## config.mk

```make
export PLATFORM = sky130hd
export DESIGN_NAME = mips_multicycle_ctrl
export DESIGN_NICKNAME = d
export VERILOG_FILES = /design/src/rtl/mips_multicycle_ctrl.sv
export SDC_FILE = /design/constraint.sdc
export NUM_CORES = 1
export LEC_CHECK = 0
export CORE_MARGIN = 2
export CORE_UTILIZATION = 41
export DETAILED_ROUTE_END_ITERATION = 6
export PLACE_DENSITY_LB_ADDON = 0.3
export SLEW_MARGIN = 20
export SYNTH_ARGS = -nofsm -noshare
export SYNTH_HDL_FRONTEND = slang
export SYNTH_SLANG_ARGS = --single-unit
```

## constraint.sdc

```tcl
create_clock -name clk -period 2.5 [get_ports clk]
set_input_delay 0.75 -clock clk [delete_from_list [all_inputs] [get_ports clk]]
set_output_delay 0.75 -clock clk [all_outputs]
set_load 0.01 [all_outputs]
```

## src/rtl/mips_multicycle_ctrl.sv

```systemverilog
// mips_multicycle_ctrl
//   Main controller FSM for the multicycle MIPS datapath. Advances one
//   microstep per clock and drives the datapath mux selects, write enables
//   and ALU control from the current state. Also counts retired
//   instructions and strobes an unsupported opcode.
//
//   Optional feature: define MC_BNE_EN to add bne (op 000101) through the
//   BNEEX state. Without it, op 000101 is treated as illegal.
//
// Parameters
//   INSTRET_W   width of the retired-instruction counter (wraps)
//
// Ports
//   clk         system clock, rising edge
//   rst         synchronous active-high reset
//   op, funct   instruction fields from the instruction register
//   zero        ALU zero flag of the current cycle
//   iord, memwrite, irwrite, regdst, memtoreg, regwrite,
//   alusrca, alusrcb, pcsrc, alucontrol, pcen
//               datapath controls
//   illegal     one-cycle strobe in DECODE for an unsupported opcode
//   state       current state encoding (debug)
//   instret     retired-instruction count
//
// state   | meaning
// FETCH   | read instruction at PC, PC <= PC + 4
// DECODE  | read registers, branch target into ALUOut, dispatch on op
// MEMADR  | effective address for lw/sw
// MEMRD   | data memory read
// MEMWB   | load result written to rt
// MEMWR   | data memory write
// RTYPEEX | R-type ALU operation
// RTYPEWB | R-type result written to rd
// BEQEX   | compare and conditionally branch (beq)
// ADDIEX  | rs + immediate
// ADDIWB  | addi result written to rt
// JEX     | jump
// BNEEX   | compare and conditionally branch (bne, optional)

module mips_multicycle_ctrl #(
    parameter int INSTRET_W = 32
) (
    input  logic                 clk,
    input  logic                 rst,
    input  logic [5:0]           op,
    input  logic [5:0]           funct,
    input  logic                 zero,
    output logic                 iord,
    output logic                 memwrite,
    output logic                 irwrite,
    output logic                 regdst,
    output logic                 memtoreg,
    output logic                 regwrite,
    output logic                 alusrca,
    output logic [1:0]           alusrcb,
    output logic [1:0]           pcsrc,
    output logic [2:0]           alucontrol,
    output logic                 pcen,
    output logic                 illegal,
    output logic [3:0]           state,
    output logic [INSTRET_W-1:0] instret
);

    typedef enum logic [3:0] {
        S_FETCH   = 4'd0,
        S_DECODE  = 4'd1,
        S_MEMADR  = 4'd2,
        S_MEMRD   = 4'd3,
        S_MEMWB   = 4'd4,
        S_MEMWR   = 4'd5,
        S_RTYPEEX = 4'd6,
        S_RTYPEWB = 4'd7,
        S_BEQEX   = 4'd8,
        S_ADDIEX  = 4'd9,
        S_ADDIWB  = 4'd10,
        S_JEX     = 4'd11,
        S_BNEEX   = 4'd12
    } state_t;

    localparam logic [5:0] OP_RTYPE = 6'b000000;
    localparam logic [5:0] OP_J     = 6'b000010;
    localparam logic [5:0] OP_BEQ   = 6'b000100;
    localparam logic [5:0] OP_BNE   = 6'b000101;
    localparam logic [5:0] OP_ADDI  = 6'b001000;
    localparam logic [5:0] OP_LW    = 6'b100011;
    localparam logic [5:0] OP_SW    = 6'b101011;

    localparam logic [2:0] ALU_ADD = 3'b010;
    localparam logic [2:0] ALU_SUB = 3'b110;
    localparam logic [2:0] ALU_AND = 3'b000;
    localparam logic [2:0] ALU_OR  = 3'b001;
    localparam logic [2:0] ALU_SLT = 3'b111;

    state_t state_q;
    state_t state_d;
    state_t dec_state;
    logic   pcwrite;
    logic   branch_eq;
    logic   branch_ne;
    logic   retire;

    always_ff @(posedge clk) begin
        if (rst) begin
            state_q <= S_FETCH;
            instret <= '0;
        end else begin
            state_q <= state_d;
            if (retire) begin
                instret <= instret + INSTRET_W'(1);
            end
        end
    end

    assign state = state_q;

    // Next state and retire are taken from the registered state.
    always_comb begin
        state_d = S_FETCH;
        retire  = 1'b0;
        case (state_q)
            S_FETCH:   state_d = S_DECODE;
            S_DECODE: begin
                case (op)
                    OP_LW, OP_SW: state_d = S_MEMADR;
                    OP_RTYPE:     state_d = S_RTYPEEX;
                    OP_BEQ:       state_d = S_BEQEX;
                    OP_ADDI:      state_d = S_ADDIEX;
                    OP_J:         state_d = S_JEX;
`ifdef MC_BNE_EN
                    OP_BNE:       state_d = S_BNEEX;
`endif
                    default:      state_d = S_FETCH;
                endcase
            end
            S_MEMADR:  state_d = (op == OP_LW) ? S_MEMRD : S_MEMWR;
            S_MEMRD:   state_d = S_MEMWB;
            S_RTYPEEX: state_d = S_RTYPEWB;
            S_ADDIEX:  state_d = S_ADDIWB;
            S_MEMWB, S_MEMWR, S_RTYPEWB, S_BEQEX, S_ADDIWB, S_JEX: begin
                state_d = S_FETCH;
                retire  = 1'b1;
            end
`ifdef MC_BNE_EN
            S_BNEEX: begin
                state_d = S_FETCH;
                retire  = 1'b1;
            end
`endif
            default:   state_d = S_FETCH;
        endcase
    end

    // Outputs decode FETCH while reset is held so the datapath sees a
    // quiescent fetch; the write enables are additionally forced low.
    assign dec_state = rst ? S_FETCH : state_q;

    always_comb begin
        iord       = 1'b0;
        memwrite   = 1'b0;
        irwrite    = 1'b0;
        regdst     = 1'b0;
        memtoreg   = 1'b0;
        regwrite   = 1'b0;
        alusrca    = 1'b0;
        alusrcb    = 2'b00;
        pcsrc      = 2'b00;
        alucontrol = 3'b000;
        pcwrite    = 1'b0;
        branch_eq  = 1'b0;
        branch_ne  = 1'b0;
        illegal    = 1'b0;
        case (dec_state)
            S_FETCH: begin
                irwrite    = 1'b1;
                alusrcb    = 2'b01;
                alucontrol = ALU_ADD;
                pcwrite    = 1'b1;
            end
            S_DECODE: begin
                alusrcb    = 2'b11;
                alucontrol = ALU_ADD;
                case (op)
                    OP_LW, OP_SW, OP_RTYPE, OP_BEQ, OP_ADDI, OP_J: illegal = 1'b0;
`ifdef MC_BNE_EN
                    OP_BNE:  illegal = 1'b0;
`endif
                    default: illegal = 1'b1;
                endcase
            end
            S_MEMADR: begin
                alusrca    = 1'b1;
                alusrcb    = 2'b10;
                alucontrol = ALU_ADD;
            end
            S_MEMRD: iord = 1'b1;
            S_MEMWB: begin
                memtoreg = 1'b1;
                regwrite = 1'b1;
            end
            S_MEMWR: begin
                iord     = 1'b1;
                memwrite = 1'b1;
            end
            S_RTYPEEX: begin
                alusrca = 1'b1;
                case (funct)
                    6'b100010: alucontrol = ALU_SUB;
                    6'b100100: alucontrol = ALU_AND;
                    6'b100101: alucontrol = ALU_OR;
                    6'b101010: alucontrol = ALU_SLT;
                    default:   alucontrol = ALU_ADD;
                endcase
            end
            S_RTYPEWB: begin
                regdst   = 1'b1;
                regwrite = 1'b1;
            end
            S_BEQEX: begin
                alusrca    = 1'b1;
                alucontrol = ALU_SUB;
                pcsrc      = 2'b01;
                branch_eq  = 1'b1;
            end
            S_ADDIEX: begin
                alusrca    = 1'b1;
                alusrcb    = 2'b10;
                alucontrol = ALU_ADD;
            end
            S_ADDIWB: regwrite = 1'b1;
            S_JEX: begin
                pcsrc   = 2'b10;
                pcwrite = 1'b1;
            end
`ifdef MC_BNE_EN
            S_BNEEX: begin
                alusrca    = 1'b1;
                alucontrol = ALU_SUB;
                pcsrc      = 2'b01;
                branch_ne  = 1'b1;
            end
`endif
            default: ;
        endcase

        pcen = pcwrite | (branch_eq & zero) | (branch_ne & ~zero);

        if (rst) begin
            memwrite = 1'b0;
            irwrite  = 1'b0;
            regwrite = 1'b0;
            pcen     = 1'b0;
        end
    end

endmodule

```

# After elaboration in Yosys (flattened, before gate mapping)
# Cells that the tools add are included.
# word_totals
ff_bits	36
inputBits	15
out_inout_bits	52
elab_cells	72
# classes
n_addsub	1
n_eq_ne	31
mux	24
bitwise_logic	2
reduce_logical	12
# op_table
operator	n
equality test 6 bit (second input constant)	6
adder 32 x 1 -> 32 bit (second input constant)	1
equality test 4 x 3 -> 1 bit (second input constant)	8
equality test 4 bit (second input constant)	8
one-hot mux 4 bit (6 select lines)	1
one-hot mux 4 bit (5 select lines)	1
equality test 4 x 2 -> 1 bit (second input constant)	4
two-way mux 1 bit	16
one-hot mux 3 bit (4 select lines)	1
OR reduction 6 bit	2
one-hot mux 3 bit (3 select lines)	1
equality test 4 x 1 -> 1 bit (second input constant)	2
logical NOT 4 bit	2
OR reduction 2 bit	4
OR reduction 4 bit	2
equality test 6 x 2 -> 1 bit (second input constant)	1
equality test 6 x 3 -> 1 bit (second input constant)	1
equality test 6 x 4 -> 1 bit (second input constant)	1
logical NOT 6 bit	1
one-hot mux 2 bit (3 select lines)	1
two-way mux 4 bit	1
one-hot mux 2 bit (2 select lines)	1
two-way mux 3 bit	1
OR reduction 3 bit	1
2 further kinds	2

# Longest topological paths before layout
# depth
ltp_word	6
ltp_mapped	7
mapped_depth_nobuf	5

# Worst setup path after synthesis
# OpenSTA, ideal clock, no wires.
# synth_path
path_kind	input -> output
start	in rst
end	out alucontrol[2]
arrival_ns	1.834
required_time_ns	1.750
setup_slack_ns	-0.084
stages	4
path_buffers	0
path_cell_list	nor2_1 nand2_1 or4b_2 o21bai_1
# synth_via
elab_chain_len	4
word_cells_on_any_way	9
cone_classes	eq/ne (5); mux (2); reduce/logical (2)
# synth_lines
element	line	source
from (decl)	44	input logic rst,
two-way mux 4 bit (*)	155	assign dec_state = rst ? S_FETCH : state_q;
equality test 4 x 1 -> 1 bit (tied with other cells)	172	case (dec_state)
OR reduction 4 bit (no source line)	n/a	
one-hot mux 3 bit (3 select lines) (*)	172	
to (decl)	57	output logic [2:0] alucontrol,
# Every way passes the cells marked *; elsewhere a longest branch is shown, timed or not.

# Worst setup path in the final report
# layout_path
start	in op[5]
end	out illegal
# layout_via
elab_chain_len	4
word_cells_on_any_way	9
cone_classes	eq/ne (5); mux (2); reduce/logical (2)
# layout_lines
element	line	source
from (decl)	45	input logic [5:0] op,
equality test 6 bit (tied with other cells)	182	case (op)
OR reduction 6 bit (*)	182	
two-way mux 1 bit (*)	182	
two-way mux 1 bit (*)	172	
to (decl)	59	output logic illegal,
# Marks and branches as above.

==> impl_metrics.toml <==
[synth]
syn_inst = 258
async_flop_share_pct = 0
syn_avg_cell_area_um2 = 7.87
synth.area.top_cells = "dfxtp_1 (35%), xnor2_1 (7.8%), nor2_1 (7.2%), nor4_1 (5.5%), a21oi_1 (3.0%)"
synth_edf_count = 0
synth_most_common_cell = "nor2_1"
synthTopCellsByCount = "nor2_1 (39), dfxtp_1 (36), nor4_1 (18), xnor2_1 (18), clkbuf_1 (13)"
synth_seq_cells = 36
yosys.cell_types.count = 45
ys_warn_count = 0
yosysTopAreaCellShare_pct = 35.5
synth_largest_area_cell = "dfxtp_1"
synth_nets = 274
synth.yosys.seq_area_share_pct = 35.5
netlist_area_mm2 = 0.00203
synth_ff_type = "dfxtp_1"

[pwr]
swShare_pct = 24.0
p_int_mw = 0.833
irDropWorstVdd_mv = 0.188
combPwrFrac_pct = 12.5
power_density_mw_per_mm2 = 344
p_sw_mw = 0.263
seq_power_share_pct = 52.6
power_leakage_nw = 1.16
total_power_mw = 1.10
power.share.clock_pct = 34.9

[route]
drtIter0Drc = 160
drt-total-wl_mm = 5.78
post_drt_wl_per_cell_um = 13.6
vias = 2235
first_pass_iters = 6
drc = 0
ant_nets = 0
vias_per_cell = 5.26

[clock_network]
cts_hold_buf = 0
htree_levels = 2
clk_pin_slew_ns = 0.07
cts_tree = "done"
cts_sinks = 36
root_buffer = "clkbuf_8"
cts_buffers = 5
clockBufferDepth = 2
clkLatencyLatePin_ns = 0.28

[global_route]
grt.overflow.total = 0
grt_pass1_wl_mm = 9.09
grtUsageTotal_pct = 21.1
antenna_found_initial = 0
grt_max_degree = 41
grt_pass1_vias = 2048

[cells_and_area]
drive_gt1_share_pct = 24.3
syn2layout_area_growth_pct = 56.9
utilization_pct = 67.0
stdcell_count = 425
nets = 374
diodes = 0

[sta]
slew_headroom_pct = 57.5
setup_viol_count_final = 3
fin_skew_ns = 0.00394
fmax_mhz = 383
grt_setup_unrepaired = "yes"
post-route-period-util_pct = 104
tightestPinTransition_ns = 0.638
finalWorstSetupSlack_ns = -0.109
slew_viol_final = 0
hold_viol = 0
fin_crit_ns = 2.61
whs_ns = 0.485

[setup_path]
crit_fanout = 2
path_cells = "buf_6 -> or3_4 -> or2_4 -> a211oi_2 -> nor4_1 -> buf_2"
arrival_ns = 1.86
cp-start-kind = "input pin"
crit_path_max_incr_delay_ns = 0.38
worstSetupEndpointType = "output port"
r2r_start = "instret[10]$_SDFFE_PP0P_"
slowest_stage = "or3_4"
crit_path_start = "op[5]"
required_ns = 1.75
critPathKind = "in -> out"

[status]
violations = "negative setup slack"
outcome = "finished with violations"

[die]
start_util_pct = 42.7
ioPinCount = 67
dieArea_mm2 = 0.00553
placementRows = 25
core_mm2 = 0.00475
die_w_um = 74.4
die_h_um = 74.4

[min_path]
hold_start = "instret[31]$_SDFFE_PP0P_"
min_path_type = "reg -> reg"

[run]
cap_viol_max_count = 0

[place]
port_buffers = 66
place_ws_ns = -0.904
gp_congestion = 0.899
dp.cells = 404
post-dp-hpwl_mm = 3.92
## worst paths after layout
check	endpoint	slack, ns	cells after the start
worst min-delay path	instret[31]$_SDFFE_PP0P_	0.48	2
worst min register to register	instret[31]$_SDFFE_PP0P_	0.48	2
worst max-delay path	illegal	-0.11	6
worst max register to register	instret[29]$_SDFFE_PP0P_	0.13	5
## cell usage in the layout (no fill, tap or decap), drive strengths merged, types with 4 or more instances in the layout
cell type	instances
a21oi	12
a31oi	4
buf	51
clkbuf	11
clkdlybuf4s50	39
dfxtp	36
dlygate4sd2	12
inv	8
nand2	10
nand3	8
nand4	7
nor2	39
nor2b	4
nor3	6
nor4	18
nor4b	4
o21ai	11
or3	9
xnor2	18
xor2	6
## repair_timing
item,4_1_cts,5_1_grt
setup endpoints to repair,16,9
setup buffers,11,2
resized for setup,76,17
pin swaps,13,8
gates cloned,0,1
## flip-flops by register name (all words and copies together), names as in the netlist
signal,flops
instret,32
state,4
## area by class of cell
class,count,area [um^2]
Clock inverter,1,5.00
Inverter,8,30.0
Fill cell,424,1570
Clock buffer,6,72.6
Tap cell,67,83.8
Timing Repair Buffer,109,962
Sequential cell,36,724
Multi-Input combinational cell,198,1310
## worst max-delay path: cells and delay by family
kind                   cells  cell delay (ns)
AND/OR/NAND/NOR            3             0.71
buffers and inverters      2             0.23
AO/OA/AOI/OAI              1             0.17
## metal layers
metal,global-route usage [%],wire (um)
met5,0,0
met3,5.96,229
met1,25.6,2500
met2,35.4,2950
met4,8.13,104
## metrics by stage
step | setup TNS [ns] | cell area, um^2
finish | -0.164 | 3190
global route | -0.368 | 3190
CTS | -0.266 | 3140
detailed placement | -9.43 | 2950
global placement | -9.57 | 2950
floorplan | 0 | 2050
## power by group through the flow
stage / registers (mW) / logic (mW) / clock network (mW)
after floorplan: 0.592 / 0.0461 / 0
after global placement: 0.590 / 0.116 / 0
after detailed placement: 0.590 / 0.117 / 0
after CTS: 0.577 / 0.127 / 0.398
after global routing: 0.576 / 0.147 / 0.425
final: 0.576 / 0.137 / 0.383
## cell families after synthesis
family / after synthesis / synth area share (%)
AOI/OAI and AO/OA: 42 / 12.9
and+or+nand+nor: 129 / 35.1
xor gates and xnor gates: 24 / 10.4
adders and majority gates: 1 / 0.616
muxes: 2 / 1.05
buffers and inverters: 24 / 4.50
DFF: 36 / 35.5
(Power assumes the default switching activity.)
